File: config.mk
export PLATFORM = sky130hd
export DESIGN_NAME = mccoy_sequencer_flat
export DESIGN_NICKNAME = d
export VERILOG_FILES = /design/src/rtl/mccoy_sequencer_if.sv /design/src/rtl/mccoy_sequencer.sv /design/src/flat_wrapper.sv
export SDC_FILE = /design/constraint.sdc
export NUM_CORES = 1
export LEC_CHECK = 0
export ABC_CLOCK_PERIOD_IN_PS = 2600
export BUFFER_PORTS_ARGS = -buffer_cell sky130_fd_sc_hd__buf_2
export CORE_MARGIN = 4
export CORE_UTILIZATION = 28
export CTS_BUF_LIST = sky130_fd_sc_hd__clkbuf_8
export DETAILED_ROUTE_END_ITERATION = 10
export PLACE_DENSITY_LB_ADDON = 0.15
export SLEW_MARGIN = 40
export SYNTH_ARGS = -nofsm -noshare
export SYNTH_HDL_FRONTEND = slang
export SYNTH_SLANG_ARGS = --single-unit
export TNS_END_PERCENT = 20
File: constraint.sdc
create_clock -name clk -period 2.6 [get_ports clk]
set_clock_uncertainty 0.15 [all_clocks]
set_input_delay 0.39 -clock clk [delete_from_list [all_inputs] [get_ports clk]]
set_output_delay 0.39 -clock clk [all_outputs]
set_load 0.05 [all_outputs]
File: src/rtl/mccoy_sequencer_if.sv
// Instruction-memory handshake between the McCoy sequencer and its instruction source.
// The sequencer drives the request and address. The source answers with a valid byte.
interface mccoy_sequencer_if #(
  parameter int PC_W = 5
);
  logic            imem_req;
  logic [PC_W-1:0] imem_addr;
  logic            imem_valid;
  logic [7:0]      imem_rdata;

  modport master (
    output imem_req,
    output imem_addr,
    input  imem_valid,
    input  imem_rdata
  );

  modport slave (
    input  imem_req,
    input  imem_addr,
    output imem_valid,
    output imem_rdata
  );
endinterface

File: src/rtl/mccoy_sequencer.sv
// Multi-cycle control FSM for the McCoy 8-bit CPU: fetch, decode, branch resolution,
// write-back strobes, retired-instruction counting and sticky halt/fault reporting.
module mccoy_sequencer #(
  parameter int PC_W          = 5,
  parameter int FETCH_TIMEOUT = 8
) (
  input  logic                clk,
  input  logic                rst_n,
  input  logic                run,
  mccoy_sequencer_if.master   imem,
  output logic [2:0]          dec_opcode,
  input  logic                dec_bez,
  input  logic                dec_ja,
  input  logic                dec_writeReg,
  input  logic                dec_writex8,
  input  logic                x8_zero,
  output logic [7:0]          ir,
  output logic [PC_W-1:0]     pc,
  output logic                reg_we,
  output logic                x8_we,
  output logic [2:0]          state,
  output logic                halted,
  output logic                fault,
  output logic [7:0]          instr_count
);

  typedef enum logic [2:0] {
    IDLE   = 3'd0,
    FETCH  = 3'd1,
    DECODE = 3'd2,
    EXEC   = 3'd3,
    WB     = 3'd4,
    HALT   = 3'd5
  } fsm_t;

  localparam logic [7:0] WAIT_LAST = 8'(FETCH_TIMEOUT - 1);

  fsm_t       fsm;
  logic [7:0] wait_cnt;

  always_ff @(posedge clk or negedge rst_n) begin
    if (!rst_n) begin
      fsm         <= IDLE;
      pc          <= '0;
      ir          <= '0;
      instr_count <= '0;
      wait_cnt    <= '0;
      halted      <= 1'b0;
      fault       <= 1'b0;
    end else begin
      case (fsm)
        IDLE: begin
          if (run) fsm <= FETCH;
        end
        // The final wait cycle goes straight to HALT, so a stalled fetch spans exactly FETCH_TIMEOUT cycles
        FETCH: begin
          if (imem.imem_valid) begin
            ir       <= imem.imem_rdata;
            wait_cnt <= '0;
            fsm      <= DECODE;
          end else if (wait_cnt == WAIT_LAST) begin
            wait_cnt <= '0;
            halted   <= 1'b1;
            fault    <= 1'b1;
            fsm      <= HALT;
          end else begin
            wait_cnt <= wait_cnt + 8'd1;
          end
        end
        DECODE: begin
          if (ir[7:5] == 3'b111) begin
            halted <= 1'b1;
            fsm    <= HALT;
          end else begin
            fsm <= EXEC;
          end
        end
        EXEC: begin
          if (dec_ja || (dec_bez && x8_zero)) pc <= PC_W'(ir[4:0]);
          else                                 pc <= pc + PC_W'(1);
          if (dec_writeReg || dec_writex8) begin
            fsm <= WB;
          end else begin
            instr_count <= instr_count + 8'd1;
            fsm         <= run ? FETCH : IDLE;
          end
        end
        WB: begin
          instr_count <= instr_count + 8'd1;
          fsm         <= run ? FETCH : IDLE;
        end
        HALT: begin
          fsm <= HALT;
        end
        default: begin
          fsm <= IDLE;
        end
      endcase
    end
  end

  // Strobes and the fetch request are pure state decodes, so they can never leak outside their state
  assign imem.imem_req  = (fsm == FETCH);
  assign imem.imem_addr = pc;
  assign reg_we         = (fsm == WB) && dec_writeReg;
  assign x8_we          = (fsm == WB) && dec_writex8;
  assign dec_opcode     = ir[7:5];
  assign state          = fsm;

endmodule

File: src/flat_wrapper.sv
// flat-port wrapper written by rule: the top's interface ports become plain ports
module mccoy_sequencer_flat 
#(
  parameter int PC_W          = 5,
  parameter int FETCH_TIMEOUT = 8
)
  (clk, rst_n, run, dec_opcode, dec_bez, dec_ja, dec_writeReg, dec_writex8, x8_zero, ir, pc, reg_we, x8_we, state, halted, fault, instr_count, imem_imem_req, imem_imem_addr, imem_imem_valid, imem_imem_rdata);
  mccoy_sequencer_if #(.PC_W(PC_W)) imem_i ();
  input  logic clk;
  input  logic rst_n;
  input  logic run;
  output logic [2:0] dec_opcode;
  input  logic dec_bez;
  input  logic dec_ja;
  input  logic dec_writeReg;
  input  logic dec_writex8;
  input  logic x8_zero;
  output logic [7:0] ir;
  output logic [PC_W-1:0] pc;
  output logic reg_we;
  output logic x8_we;
  output logic [2:0] state;
  output logic halted;
  output logic fault;
  output logic [7:0] instr_count;
  output wire logic [$bits(imem_i.imem_req)-1:0] imem_imem_req;
  output wire logic [$bits(imem_i.imem_addr)-1:0] imem_imem_addr;
  input wire logic [$bits(imem_i.imem_valid)-1:0] imem_imem_valid;
  input wire logic [$bits(imem_i.imem_rdata)-1:0] imem_imem_rdata;
  assign imem_imem_req = imem_i.imem_req;
  assign imem_imem_addr = imem_i.imem_addr;
  assign imem_i.imem_valid = imem_imem_valid;
  assign imem_i.imem_rdata = imem_imem_rdata;
  mccoy_sequencer #(.PC_W(PC_W), .FETCH_TIMEOUT(FETCH_TIMEOUT)) u_core (.clk(clk), .rst_n(rst_n), .run(run), .imem(imem_i), .dec_opcode(dec_opcode), .dec_bez(dec_bez), .dec_ja(dec_ja), .dec_writeReg(dec_writeReg), .dec_writex8(dec_writex8), .x8_zero(x8_zero), .ir(ir), .pc(pc), .reg_we(reg_we), .x8_we(x8_we), .state(state), .halted(halted), .fault(fault), .instr_count(instr_count));
endmodule
==> qor.csv, run 1 <==
metric,value,unit
power_frac_seq,29.9,%
io_buffers,53,
regArea,851,um2
clock-sinks,34,
drv_cap,0,
grt_use_total,11.6,%
dr_total_vias,1447,
place_area,2080,um2
synth_cell_type_count,42,
slew_viol_final,0,
period_minus_slack,2.17,ns
cts_tree,yes,
dieArea,7690,um2
drcViolationCount,0,
mostFrequentLayoutCell,buf_2,
dp.cells,291,
root_buffer,clkbuf_8,
cp_cell_sequence,and2b_1 -> nand2_1 -> inv_1 -> buf_2,
grt_pass1_wl,6900,um
p_leak,1.05,nW
pre_cts_slack,0.541,ns
layout_common_cells,"buf_2, dfrtp_1, nand2_1",
p_clk_share,12.9,%
clock_latency,0.28,ns
fill_cells,643,
critPathRequiredTime,2.06,ns
min_path_type,in -> reg,
combPwrFrac,57.2,%
drt-wirelength-per-cell,13.7,um
post-dp-hpwl,3090,um
h-tree-depth,2,
worstSetupPathType,reg -> out,
die_w,87.7,um
initial_core_util,29.5,%
syn_nets,193,
diodes,0,
yosysWarnings,0,
synth_seq_cells,34,
rsz0062_at_grt,false,
design.portCount,54,
grt.overflow.total,0,
hold_viol,0,
final.setup.worst_slack,0.432,ns
grt_pass1_vias,1356,
peakVddDrop,873,uV
post_cts_resized,0,
post-route-period-util,83.4,%
cpPeakStageDelay,0.37,ns
worstSetupStartpointType,register,
p_sw,0.00166,W
syn_inst,173,
max_freq,0.461,GHz
vias_per_cell,4.82,
setup_tns,0,ns
drt-pass1-iter-count,4,
crit_path_max_fanout,7,
area_growth,22.7,%
crit_arrival,1.63,ns
syn_area,1780,um2
clockBufferDepth,2,
yosysSeqAreaShare,47.8,%
drt_iter0_drc,72,
syn_avg_cell_area,10.3,um2
finalInstanceArea,2180,um2
num_rows,28,
drt-total-wl,4110,um
end_kind,output port,
power_density,1400,nW/um2
max-slew-margin-rel,63.1,%
gp_congestion,0.719,
status,finished clean,
antenna_left,0,
swShare,54.2,%
antenna_found_initial,0,
grt_start_max_net_pins,35,
p_total,0.00305,W
coreArea,6030,um2
cts_buffers,5,
clk_pin_slew,0.07,ns
die_h,87.7,um
nNetsFinal,244,
stdcell_count,300,
tightest_slew,0.549,ns
p_int,0.00140,W
crit_path_top_delay_cell,dfrtp_1,
drive_gt1_share,36.0,%
setup_viol,0,
multiInputGateArea,828,um2
## stage by stage
step / utilization, % / hold slack, ns
3_5_place_dp: 34.5 / 0.304
5_1_grt: 36.2 / 0.187
6_report: 36.2 / 0.190
3_3_place_gp: 34.5 / 0.295
2_1_floorplan: - / -0.0556
4_1_cts: 36.0 / 0.0620
## cells in the mapped netlist (all sizes together)
cell      n  area [um2]
nand2b    1        6.26
and3b     1        8.76
and3      5        31.3
and2b     1        7.51
nand2    19        71.3
or4       1        11.3
xor2      3        26.3
a22o      3        28.8
ha        3        37.5
a2111oi   1        27.5
o31a      1        17.5
a22oi     2        15.0
and2      1        6.26
a31oi     2        12.5
xnor2     6        52.6
inv       3        11.3
nor4b     1        15.0
o21ai    11        55.1
a32oi     1        8.76
o22ai     1        6.26
buf      13        85.1
nor2      9        33.8
nor2b     1        6.26
mux2i     1        10.0
a21oi    10        50.1
o41ai     1        8.76
nand4     2        12.5
dfrtp    34         851
a21boi    1        7.51
mux2     10         113
nor3      4        20.0
clkbuf    1        3.75
nor4      1        6.26
and4      1        8.76
nand3b    2        15.0
nand3    11        55.1
a21o      1        7.51
a41o      1        10.0
a221o     1        10.0
a31o      1        8.76
## power groups by stage
| stage | combinational [W] | sequential [W] | clock [W] |
|---|---|---|---|
| floorplan | 0.000904 | 0.00143 | 0 |
| global placement | 0.00175 | 0.000932 | 0 |
| detailed placement | 0.00176 | 0.000927 | 0 |
| CTS | 0.00176 | 0.000918 | 0.000415 |
| global route | 0.00185 | 0.000957 | 0.000443 |
| finish | 0.00175 | 0.000914 | 0.000393 |
## sequential cells by signal, indices dropped and copies added, names as in the netlist
name	flops
u_core.imem.imem_addr	5
u_core.wait_cnt	8
u_core.fault	1
u_core.halted	1
u_core.ir	8
u_core.instr_count	8
u_core.state	3
## cells by family after synthesis
| kind of cell | after synthesis | share of synthesized area [%] |
|---|---|---|
| flops | 34 | 47.8 |
| fa+ha+maj | 3 | 2.11 |
| mux | 11 | 6.89 |
| xor+xnor | 9 | 4.43 |
| simple gates | 61 | 17.7 |
| compound gates | 38 | 15.4 |
| buf+inv | 17 | 5.63 |
## layout make-up
class	instances	share of cell area [%]
tap	75	4.30
clock buffer	6	3.78
clock inverter	2	0.401
multi-input combinational	122	37.9
inverter	3	0.516
sequential	34	39.0
timing repair buffer	58	14.1
## routing by layer
layer / share of wire (%) / track usage [%] / up-vias / routed length, um
li1: - / - / 715 / -
met1: 49 / 16.1 / 685 / 2030
met2: 43 / 17.4 / 42 / 1790
met3: 6.0 / 3.10 / 5 / 248
met4: 1.1 / 4.18 / 0 / 45
met5: 0 / 0 / - / 0
## critical path, delay by kind of cell (launching register included)
kind                   cells  cell delay (ns)
buffers and inverters      2             0.54
and+or+nand+nor            2             0.44
DFF                        1             0.37
## worst paths after layout
| check | start | end | slack (ns) | cells past startpoint |
|---|---|---|---|---|
| hold reg to reg | u_core.fault | u_core.fault | 0.32 | 1 |
| setup reg to reg | u_core.state[1] | u_core.ir[4] | 0.54 | 5 |
| min in group asynchronous | rst_n | u_core.instr_count[7] | 0.45 | 2 |
| max in group asynchronous | rst_n | u_core.wait_cnt[6] | 1.54 | 2 |
| setup / recovery | u_core.state[1] | imem_imem_req | 0.43 | 4 |
| hold / removal | imem_imem_rdata[5] | u_core.ir[5] | 0.19 | 2 |
## timing repair
action                                 in CTS  in global routing
setup endpoints to repair                   0                  0
endpoints found under the hold margin       0                 34
setup buffers                               0                  0
hold buffers                                0                  1
Power figures use the tool's default switching activity.
==> run 2: changes to the inputs <==
--- a/config.mk
+++ b/config.mk
@@ -5,7 +5,8 @@
 export SDC_FILE = /design/constraint.sdc
 export NUM_CORES = 1
 export LEC_CHECK = 0
-export ABC_CLOCK_PERIOD_IN_PS = 2600
+export ABC_AREA = 1
+export ABC_CLOCK_PERIOD_IN_PS = 2150
 export BUFFER_PORTS_ARGS = -buffer_cell sky130_fd_sc_hd__buf_2
 export CORE_MARGIN = 4
 export CORE_UTILIZATION = 28
==> constraint.sdc (replaced) <==
create_clock -name clk -period 2.15 [get_ports clk]
set_clock_uncertainty 0.15 [all_clocks]
set_input_delay 0.3225 -clock clk [delete_from_list [all_inputs] [get_ports clk]]
set_output_delay 0.3225 -clock clk [all_outputs]
set_load 0.05 [all_outputs]
==> qor.csv, run 2 <==
metric,value,unit,change
post-route-period-util,95.5,%,
drive_gt1_share,23.1,%,-13 points
coreArea,6310,um2,+4.8%
dr_total_vias,1600,,+11%
diodes,0,,unchanged
crit_arrival,1.58,ns,-0.05 ns
r2r_start,u_core.state[1],,
syn_area,1820,um2,+2.0%
grt_pass1_wl,7590,um,+10%
gp_congestion,0.734,,+2.1%
vias_per_cell,4.36,,-9.6%
top_regs,"u_core.instr_count x8, u_core.ir x8, u_core.wait_cnt x8",,
io_buffers,53,,unchanged
hold_start,imem_imem_rdata[0],,
antenna_left,0,,unchanged
hold_viol,0,,unchanged
cpLargestDelayFamily,flip-flops,,
async_flop_share,100,%,unchanged
drt-pass1-iter-count,4,,unchanged
design.portCount,54,,unchanged
synth_seq_cells,34,,unchanged
power_density,1590,nW/um2,+13%
clk_pin_slew,0.07,ns,about the same
root_buffer,clkbuf_8,,
cts_tree,yes,,
drt-total-wl,4430,um,+7.8%
synth_top_cell_by_area,dfrtp_1,,
synth_top_area_share,46.9,%,-0.96 points
finalInstanceArea,2220,um2,+1.7%
post-dp-hpwl,3290,um,+6.7%
yosysWarnings,0,,unchanged
clock_latency,0.28,ns,about the same
finish.utilization,35.2,%,-1.1 points
end_kind,output port,,
endpoint,imem_imem_req,,
syn_avg_cell_area,7.69,um2,-25%
layout_common_cells,"nand2_1, buf_2, dfrtp_1",,
place_area,2120,um2,+1.9%
cp_cell_sequence,inv_1 -> nand2_1 -> nor2_1 -> buf_2,,
max-slew-margin-rel,66.6,%,+3.5 points
status,finished clean,,
whs,0.125,ns,-0.0645 ns
post_cts_buffers,0,,unchanged
clock-sinks,34,,unchanged
startpoint,u_core.state[1],,
synth_cell_type_count,25,,-40%
synth_common_cells,"nand2_1, dfrtp_1, nor2_1",,
nNetsFinal,309,,+27%
tightest_slew,0.501,ns,-0.0472 ns
num_rows,29,,+3.6%
cpPeakStageDelay,0.45,ns,+0.08 ns
min_path_type,in -> reg,,
yosys_most_used_dff,dfrtp_1,,
grt_start_max_net_pins,35,,unchanged
die_w,88.5,um,+0.92%
drt_iter0_drc,56,,-22%
crit_buf_inv,2,,unchanged
setup_tns,0,ns,unchanged
cp_num_cells,4,,unchanged
syn_nets,256,,+33%
setup_viol,0,,unchanged
drt-wirelength-per-cell,12.1,um,-12%
max_freq,0.487,GHz,
mostFrequentLayoutCell,nand2_1,,
yosysSeqAreaShare,46.9,%,-0.96 points
peakVddDrop,598,uV,-32%
regToRegSetupSlack,0.43,ns,-0.11 ns
syn_inst,236,,+36%
drcViolationCount,0,,unchanged
rr_worst_depth,7,,+2
crit_path_max_fanout,8,,+1
grt_use_total,12.4,%,+0.80 points
synth_edf_count,0,,unchanged
dieArea,7840,um2,+1.8%
slew_viol_final,0,,unchanged
rsz0062_at_grt,false,,
dp.cells,358,,+23%
worstSetupPathType,reg -> out,,
synthTopCellsByArea,"dfrtp_1, nand2_1, nand3_1, nor2_1, inv_1",,
worstSetupStartpointType,register,,
period_minus_slack,2.05,ns,
die_h,88.5,um,+0.92%
timing.rr.end,u_core.halted,,
area_growth,22.3,%,
initial_core_util,28.8,%,-0.77 points
cts_buffers,5,,unchanged
critPathRequiredTime,1.68,ns,-0.38 ns
h-tree-depth,2,,unchanged
fill_cells,699,,+8.7%
antenna_found_initial,0,,unchanged
stdcell_count,367,,+22%
crit_path_top_delay_cell,dfrtp_1,,
clockBufferDepth,2,,unchanged
p_leak,1.22,nW,+16%
yosysMostFrequentCell,nand2_1,,
grt_pass1_vias,1619,,+19%
drv_cap,0,,unchanged
grt.overflow.total,0,,unchanged
-- run 2: changes by cell type after synthesis, sizes merged, moves of 2 or more --
cell	change
nand2	+57
inv	+20
nor2	+18
nand3	+12
mux2	-10
a21oi	-8
o21ai	+7
and3	-5
a22o	-3
buf	-3
a22oi	-2
a31oi	-2
nor3	-2
o21bai	+2
-- run 2: repair_timing --
action / CTS / global route
gates resized for setup: 0 / 0
hold buffers: 1 / 0
endpoints found under the hold margin: 34 / 0
-- run 2: worst min-delay path by stage --
stage / end / cells after the start
after global placement: u_core.imem.imem_addr[3] / 2
final: u_core.ir[0] / 3
after CTS: u_core.ir[3] / 3
after floorplan: u_core.fault / 0
after global routing: u_core.ir[6] / 3
after detailed placement: u_core.imem.imem_addr[3] / 2
-- run 2: power breakdown --
part           internal (W)  switching, W  total [W]
clock              0.000254      0.000231   0.000485
sequential         0.000850      0.000232    0.00108
combinational      0.000458       0.00150    0.00196
total               0.00156       0.00196    0.00352
-- run 2: layout make-up --
cell class	instances	area [um2]	area share (%)
inverters	23	86.3	3.89
clock inverters	2	8.76	0.394
multi-input cells	168	798	35.9
repair buffers	57	298	13.4
flip-flops and latches	34	851	38.3
clock buffers	6	82.6	3.72
well taps	77	96.3	4.34
-- run 2: cells by family after synthesis --
logic type               after synthesis  share of synthesized area (%)
AND/OR/NAND/NOR                      132                           30.3
flip-flops                            34                           46.9
adder cells (fa/ha/maj)                3                           2.07
XOR/XNOR                               9                           4.34
buffers and inverters                 34                           9.17
AO/OA/AOI/OAI                         24                           7.24
-- run 2: metal layers --
metal | share of wire [%] | vias up | track usage (%)
li1 | - | 852 | -
met1 | 48 | 718 | 16.6
met2 | 47 | 26 | 19.9
met3 | 4.5 | 4 | 3.26
met4 | 0.83 | 0 | 3.30
met5 | 0 | - | 0
-- run 2: stage by stage --
stage	setup slack [ns]	power [W]
after detailed placement	0.404	0.00308
after floorplan	0.0627	0.00267
after global routing	0.00451	0.00379
after global placement	0.457	0.00307
final	0.0973	0.00352
after CTS	0.0736	0.00358
-- run 2: worst register-to-register path, delay by kind of cell, from the launching register on --
| family | cells | cell delay (ns) |
|---|---|---|
| buffers and inverters | 2 | 0.30 |
| flip-flops | 1 | 0.45 |
| AO/OA/AOI/OAI | 1 | 0.06 |
| AND/OR/NAND/NOR | 4 | 0.65 |
